<file path="src/rtl/count_seq_pkg.sv">
// count_seq_pkg: shared definitions for the count sequencer.
// Holds the FSM state encoding, the command bus codes and default widths.
package count_seq_pkg;

    localparam int unsigned CNT_W_DEF  = 21;
    localparam int unsigned SNAP_W_DEF = 12;

    // Encodings are visible on state_out, so they are fixed explicitly.
    typedef enum logic [2:0] {
        StIdle  = 3'b000,
        StRun   = 3'b001,
        StPause = 3'b010,
        StClear = 3'b011,
        StLimit = 3'b100
    } state_e;

    localparam logic [2:0] CMD_NOP   = 3'b000;
    localparam logic [2:0] CMD_START = 3'b001;
    localparam logic [2:0] CMD_STOP  = 3'b010;
    localparam logic [2:0] CMD_CLEAR = 3'b100;
    localparam logic [2:0] CMD_SNAP  = 3'b111;

endpackage

</file>
<file path="src/rtl/count_sequencer_snap_holder.sv">
// snap_holder: single-entry valid/ready snapshot register.
// Ports:
//   clk, rst    - clock, asynchronous active-high reset
//   load_req_i  - request to capture data_i this cycle
//   data_i      - value to capture
//   ready_i     - downstream accepts the held snapshot
//   valid_o     - snapshot held
//   data_o      - held snapshot
//   drop_o      - combinational: load requested while full and not draining
module snap_holder #(
    parameter int unsigned SNAP_W = 12
) (
    input  logic              clk,
    input  logic              rst,
    input  logic              load_req_i,
    input  logic [SNAP_W-1:0] data_i,
    input  logic              ready_i,
    output logic              valid_o,
    output logic [SNAP_W-1:0] data_o,
    output logic              drop_o
);

    logic              valid_q, valid_d;
    logic [SNAP_W-1:0] data_q, data_d;
    logic              load;

    // A full register may be reloaded in the same cycle it is drained.
    assign load   = load_req_i && (!valid_q || ready_i);
    assign drop_o = load_req_i && !load;

    always_comb begin
        valid_d = valid_q;
        data_d  = data_q;
        if (load) begin
            valid_d = 1'b1;
            data_d  = data_i;
        end else if (ready_i) begin
            valid_d = 1'b0;
        end
    end

    always_ff @(posedge clk or posedge rst) begin
        if (rst) begin
            valid_q <= 1'b0;
            data_q  <= '0;
        end else begin
            valid_q <= valid_d;
            data_q  <= data_d;
        end
    end

    assign valid_o = valid_q;
    assign data_o  = data_q;

endmodule

</file>
<file path="src/rtl/count_sequencer.sv">
// count_sequencer: command-driven controller for the event counter datapath.
// Ports:
//   clk, rst    - clock, asynchronous active-high reset
//   command     - 3-bit command bus; a held code yields one event
//   count       - current counter value from the datapath
//   snap_ready  - downstream accepts snapshot
//   cnt_en      - counter increment enable (RUN only)
//   cnt_clr     - counter synchronous clear (CLEAR only)
//   snap_valid  - snapshot held
//   snap_data   - captured count[SNAP_W-1:0]
//   state_out   - FSM state encoding
//   cmd_err     - one-cycle pulse on an illegal or dropped command
module count_sequencer
    import count_seq_pkg::*;
#(
    parameter int unsigned CNT_W     = CNT_W_DEF,
    parameter int unsigned SNAP_W    = SNAP_W_DEF,
    parameter int unsigned MAX_COUNT = 2**CNT_W - 1
) (
    input  logic              clk,
    input  logic              rst,
    input  logic [2:0]        command,
    input  logic [CNT_W-1:0]  count,
    input  logic              snap_ready,
    output logic              cnt_en,
    output logic              cnt_clr,
    output logic              snap_valid,
    output logic [SNAP_W-1:0] snap_data,
    output logic [2:0]        state_out,
    output logic              cmd_err
);

    // Leaving RUN one count early makes cnt_en fall on the edge count reaches MAX_COUNT.
    localparam logic [CNT_W-1:0] LIMIT_ARM = CNT_W'(MAX_COUNT - 1);

    state_e     state_q, state_d;
    logic [2:0] cmd_q;
    logic       cnt_en_q, cnt_clr_q, cmd_err_q, err_d;

    logic cmd_acc, ev_start, ev_stop, ev_clear, ev_snap, ev_illegal;
    logic limit_hit, fsm_err, snap_drop;

    assign cmd_acc    = (command != CMD_NOP) && (command != cmd_q);
    assign ev_start   = cmd_acc && (command == CMD_START);
    assign ev_stop    = cmd_acc && (command == CMD_STOP);
    assign ev_clear   = cmd_acc && (command == CMD_CLEAR);
    assign ev_snap    = cmd_acc && (command == CMD_SNAP);
    assign ev_illegal = cmd_acc && !(ev_start || ev_stop || ev_clear || ev_snap);
    assign limit_hit  = (state_q == StRun) && (count == LIMIT_ARM);

    always_comb begin
        state_d = state_q;
        fsm_err = 1'b0;
        unique case (state_q)
            StIdle: begin
                if (ev_start)      state_d = StRun;
                else if (ev_clear) state_d = StClear;
            end
            StRun: begin
                // CLEAR beats limit; limit beats STOP.
                if (ev_clear)       state_d = StClear;
                else if (limit_hit) state_d = StLimit;
                else if (ev_stop)   state_d = StPause;
            end
            StPause: begin
                if (ev_start)      state_d = StRun;
                else if (ev_clear) state_d = StClear;
            end
            StClear: begin
                state_d = StIdle;
                fsm_err = cmd_acc && !ev_snap;
            end
            StLimit: begin
                if (ev_clear)      state_d = StClear;
                else if (ev_start) fsm_err = 1'b1;
            end
            default: state_d = StIdle;
        endcase
        err_d = fsm_err || ev_illegal || snap_drop;
    end

    always_ff @(posedge clk or posedge rst) begin
        if (rst) begin
            state_q   <= StIdle;
            cmd_q     <= CMD_NOP;
            cnt_en_q  <= 1'b0;
            cnt_clr_q <= 1'b0;
            cmd_err_q <= 1'b0;
        end else begin
            state_q   <= state_d;
            cmd_q     <= command;
            cnt_en_q  <= (state_d == StRun);
            cnt_clr_q <= (state_d == StClear);
            cmd_err_q <= err_d;
        end
    end

    snap_holder #(
        .SNAP_W (SNAP_W)
    ) u_snap_holder (
        .clk        (clk),
        .rst        (rst),
        .load_req_i (ev_snap),
        .data_i     (count[SNAP_W-1:0]),
        .ready_i    (snap_ready),
        .valid_o    (snap_valid),
        .data_o     (snap_data),
        .drop_o     (snap_drop)
    );

    assign cnt_en    = cnt_en_q;
    assign cnt_clr   = cnt_clr_q;
    assign cmd_err   = cmd_err_q;
    assign state_out = state_q;

endmodule

</file>
<file path="config.mk">
export PLATFORM = sky130hd
export DESIGN_NAME = count_sequencer
export DESIGN_NICKNAME = d
export VERILOG_FILES = /design/src/rtl/count_seq_pkg.sv /design/src/rtl/count_sequencer_snap_holder.sv /design/src/rtl/count_sequencer.sv
export SDC_FILE = /design/constraint.sdc
export NUM_CORES = 1
export LEC_CHECK = 0
export BUFFER_PORTS_ARGS = -buffer_cell sky130_fd_sc_hd__buf_2
export CAP_MARGIN = 20
export CORE_MARGIN = 3
export CORE_UTILIZATION = 44
export CTS_BUF_LIST = sky130_fd_sc_hd__clkbuf_4
export DETAILED_ROUTE_END_ITERATION = 12
export PLACE_DENSITY_LB_ADDON = 0.08
export SYNTH_ARGS = -nofsm -noshare
export SYNTH_HDL_FRONTEND = slang
export SYNTH_SLANG_ARGS = --single-unit
</file>
<file path="constraint.sdc">
create_clock -name clk -period 1.5 [get_ports clk]
set_input_delay 0.3 -clock clk [delete_from_list [all_inputs] [get_ports clk]]
set_output_delay 0.3 -clock clk [all_outputs]
set_load 0.01 [all_outputs]
</file>
==> impl_metrics.toml <==
[cells_and_area]
drive_gt1_frac = 0.584
antenna_cells = 0
utilization = 0.679
nets = 177
area_growth_pct = 42.1
instances_no_fill = 177
final_cell_area_um2 = 1550

[cts]
cts_buffers = 3
cts_buffer_depth = 2
path_clk_slew_ps = 120
cts_tree = "done"
cts.sinks = 22
clk-insertion-delay-late_ps = 310
htreeDepth = 1
clockRootBuffer = "clkbuf_4"
cts_hold_buffers = 0

[setup_path]
worstRegToRegCells = 4
cp_max_fo = 12
reg2reg_slack_ps = -1
critPathMaxStageDelay_ps = 440
slowest_stage = "dfrtp_1"
path_class = "register to register"
arrival_ps = 1700
end_kind = "register"
crit_path_end = "u_snap_holder.data_o[7]"
required_ps = 1700
cp-startpoint = "cmd_q[1]"
r2r_end = "u_snap_holder.data_o[7]"
r2r-start = "cmd_q[1]"
critPathLaunchType = "register"
path_cells = "buf_6, a31o_4, nand2b_4, mux2_4"

[global_routing]
grtUsageMet1 = 0.208
grt_pass1_wl_mm = 3.95
top_usage_layer = "met2"
met2_usage = 0.252
grt_max_degree = 23
met3_usage = 0.0673
grt_pass1_vias = 880
grt_remaining_overflow = 0
track_usage = 0.160
antenna_found_initial = 0

[yosys]
seq_area_frac_synth = 0.506
avgSynthCellArea_um2 = 12.5
synth_top_cell_by_area = "dfrtp_1"
yosys_warnings = 0
syn_nets = 114
synth-seq-cells = 22
synth_cells = 87
yosysTopAreaCellShare = 0.506
netlist-cell-type-count = 34
synth_area_leaders = "dfrtp_1 51%, mux2_4 14%, and4_1 2.4%"
synth_area_um2 = 1090

[sta]
fin_ws_ps = -0.997
hold_slack_ps = 2.11
clock_skew_ps = 5.96
final.min_clock_period_ps = 1500
timing.final.crit_share = 1.00
hold_viol_final = 0
rsz0062_at_grt = "true"
worstMarginPinSlew_ps = 365
setup_viol = 1
relSlewSlack = 0.756
fmax_mhz = 666
slew_viol_final = 0

[power]
p_clk_frac = 0.241
p_sw_mw = 0.547
pwr_density_cell_nw_per_um2 = 1210
internal-power_mw = 1.32
combinationalPowerShare = 0.330
switching_share = 0.292
leakage_nw = 0.795
ir_worst_vdd_v = 0.000983
power_frac_seq = 0.429

[drt]
num_vias = 942
dr.pass1.iters = 4
viasPerCell = 5.32
routedWlPerCell_um = 14.4
first_iter_violations = 17
final_antenna_net_count = 0
drc = 0
routed_wirelength_mm = 2.55

[placed_design]
place_hpwl_mm = 1.90
place.gp.congestion = 0.854
place_inst = 169
io_buffers = 45
post_dp_cell_area_um2 = 1420

[floorplanning]
die_y_um = 55.7
die_w_um = 55.7
fp-row-count = 17
initial_utilization = 0.478
dieArea_um2 = 3100
core_um2 = 2280
ios = 46

[status]
status = "finished, violations left"
violations = "setup timing"

[worst_hold_path]
hold_class = "input port to asynchronous set/reset pin"

[run]
max_cap_viol_count = 0
[how the worst min path moves through the flow]
stage,slack [ps],startpoint,end
global route,10,rst,u_snap_holder.data_o[8]
finish,2,rst,u_snap_holder.data_o[8]
floorplan,290,rst,cmd_err
global placement,340,rst,u_snap_holder.data_o[8]
CTS,5,rst,u_snap_holder.data_o[8]
detailed placement,360,rst,u_snap_holder.data_o[7]
[worst max-delay path: cells and delay by family (launching register included)]
family	cells	cell delay [ps]
flops	1	440
mux	1	340
simple gates	1	240
compound gates	1	230
buf+inv	1	140
[state kept, by name, indices dropped and copies added, names as in the netlist]
signal	cells
cnt_en	1
u_snap_holder.valid_o	1
u_snap_holder.data_o	12
cnt_clr	1
cmd_q	3
state_out	3
cmd_err	1
[layout by cell type, fill, tap and decap left out, drive strengths merged]
master | Yosys | final
a211oi | 1 | 1
a21oi | 1 | 1
a311oi | 1 | 1
a31o | 1 | 1
a32oi | 1 | 1
and3 | 1 | 1
and3b | 1 | 1
and4 | 3 | 3
and4b | 1 | 1
buf | 2 | 60
bufinv | 0 | 1
clkbuf | 0 | 3
dfrtp | 22 | 22
inv | 3 | 3
maj3 | 1 | 1
mux2 | 12 | 12
nand2 | 4 | 4
nand2b | 4 | 4
nand3 | 5 | 5
nand3b | 1 | 1
nand4 | 2 | 2
nor2 | 4 | 4
nor3 | 1 | 1
nor3b | 1 | 1
nor4b | 1 | 1
o211ai | 2 | 2
o21ai | 1 | 1
o221ai | 1 | 1
o311ai | 2 | 2
or3 | 1 | 1
or3b | 3 | 3
xnor2 | 3 | 3
[synthesized netlist by cell type]
cell type / count
nor2_1: 4
or3b_1: 1
and3_1: 1
a21oi_1: 1
mux2_4: 10
nor3_1: 1
nand2b_4: 1
inv_1: 3
nand3_1: 5
or3b_2: 2
xnor2_1: 3
and3b_1: 1
nor3b_1: 1
nor4b_1: 1
o211ai_1: 2
nand4_1: 2
nand3b_1: 1
dfrtp_1: 22
or3_1: 1
o221ai_1: 1
nand2b_1: 3
buf_4: 1
o21ai_1: 1
a211oi_1: 1
maj3_1: 1
nand2_1: 4
buf_6: 1
mux2_2: 2
o311ai_0: 2
and4_1: 3
a311oi_1: 1
and4b_1: 1
a32oi_1: 1
a31o_1: 1
[cells by family after synthesis]
| kind of cell | count (synthesis) | synth area share |
|---|---|---|
| AOI/OAI and AO/OA | 11 | 0.0782 |
| xor gates and xnor gates | 3 | 0.0242 |
| adders and majority gates | 1 | 0.00921 |
| buffers and inverters | 5 | 0.0276 |
| DFF | 22 | 0.506 |
| muxes | 12 | 0.159 |
| and+or+nand+nor | 33 | 0.196 |
[power groups by stage]
stage               combinational [mW]  sequential, mW  clock, mW
global route                     0.667           0.820      0.494
CTS                              0.589           0.797      0.466
detailed placement               0.585           0.808          0
global placement                 0.576           0.805          0
finish                           0.616           0.802      0.451
floorplan                        0.256           0.870          0
[cell type report]
cell class	instances	area [µm²]
Fill cell	175	731
Clock buffer	3	22.5
Multi-Input combinational cell	60	534
Timing Repair Buffer	60	358
Inverter	3	11.3
Sequential cell	22	554
Tap cell	28	35.0
Clock inverter	1	30.0
[per-stage QoR]
stage	power, mW	setup TNS, ps	setup WS (ps)
after floorplan	1.13	0	82.8
after global placement	1.38	0	18.7
after detailed placement	1.39	-10.6	-10.6
after CTS	1.85	0	18.7
after global routing	1.98	-332	-92.0
final	1.87	-0.997	-0.997
[metal layers]
layer  share of wire  vias up
li1                -      450
met1            0.43      437
met2            0.46       51
met3            0.10        4
met4          0.0074        0
met5               0        -
[timing repair]
item                                    in CTS  in global routing
gates cloned                                 0                  0
pin swaps                                    1                  0
resized for setup                            0                 10
endpoints found under the setup margin       2                  5
buffers inserted                             1                  3
hold endpoints to repair                     0                  0
Power figures use the tool's default switching activity.
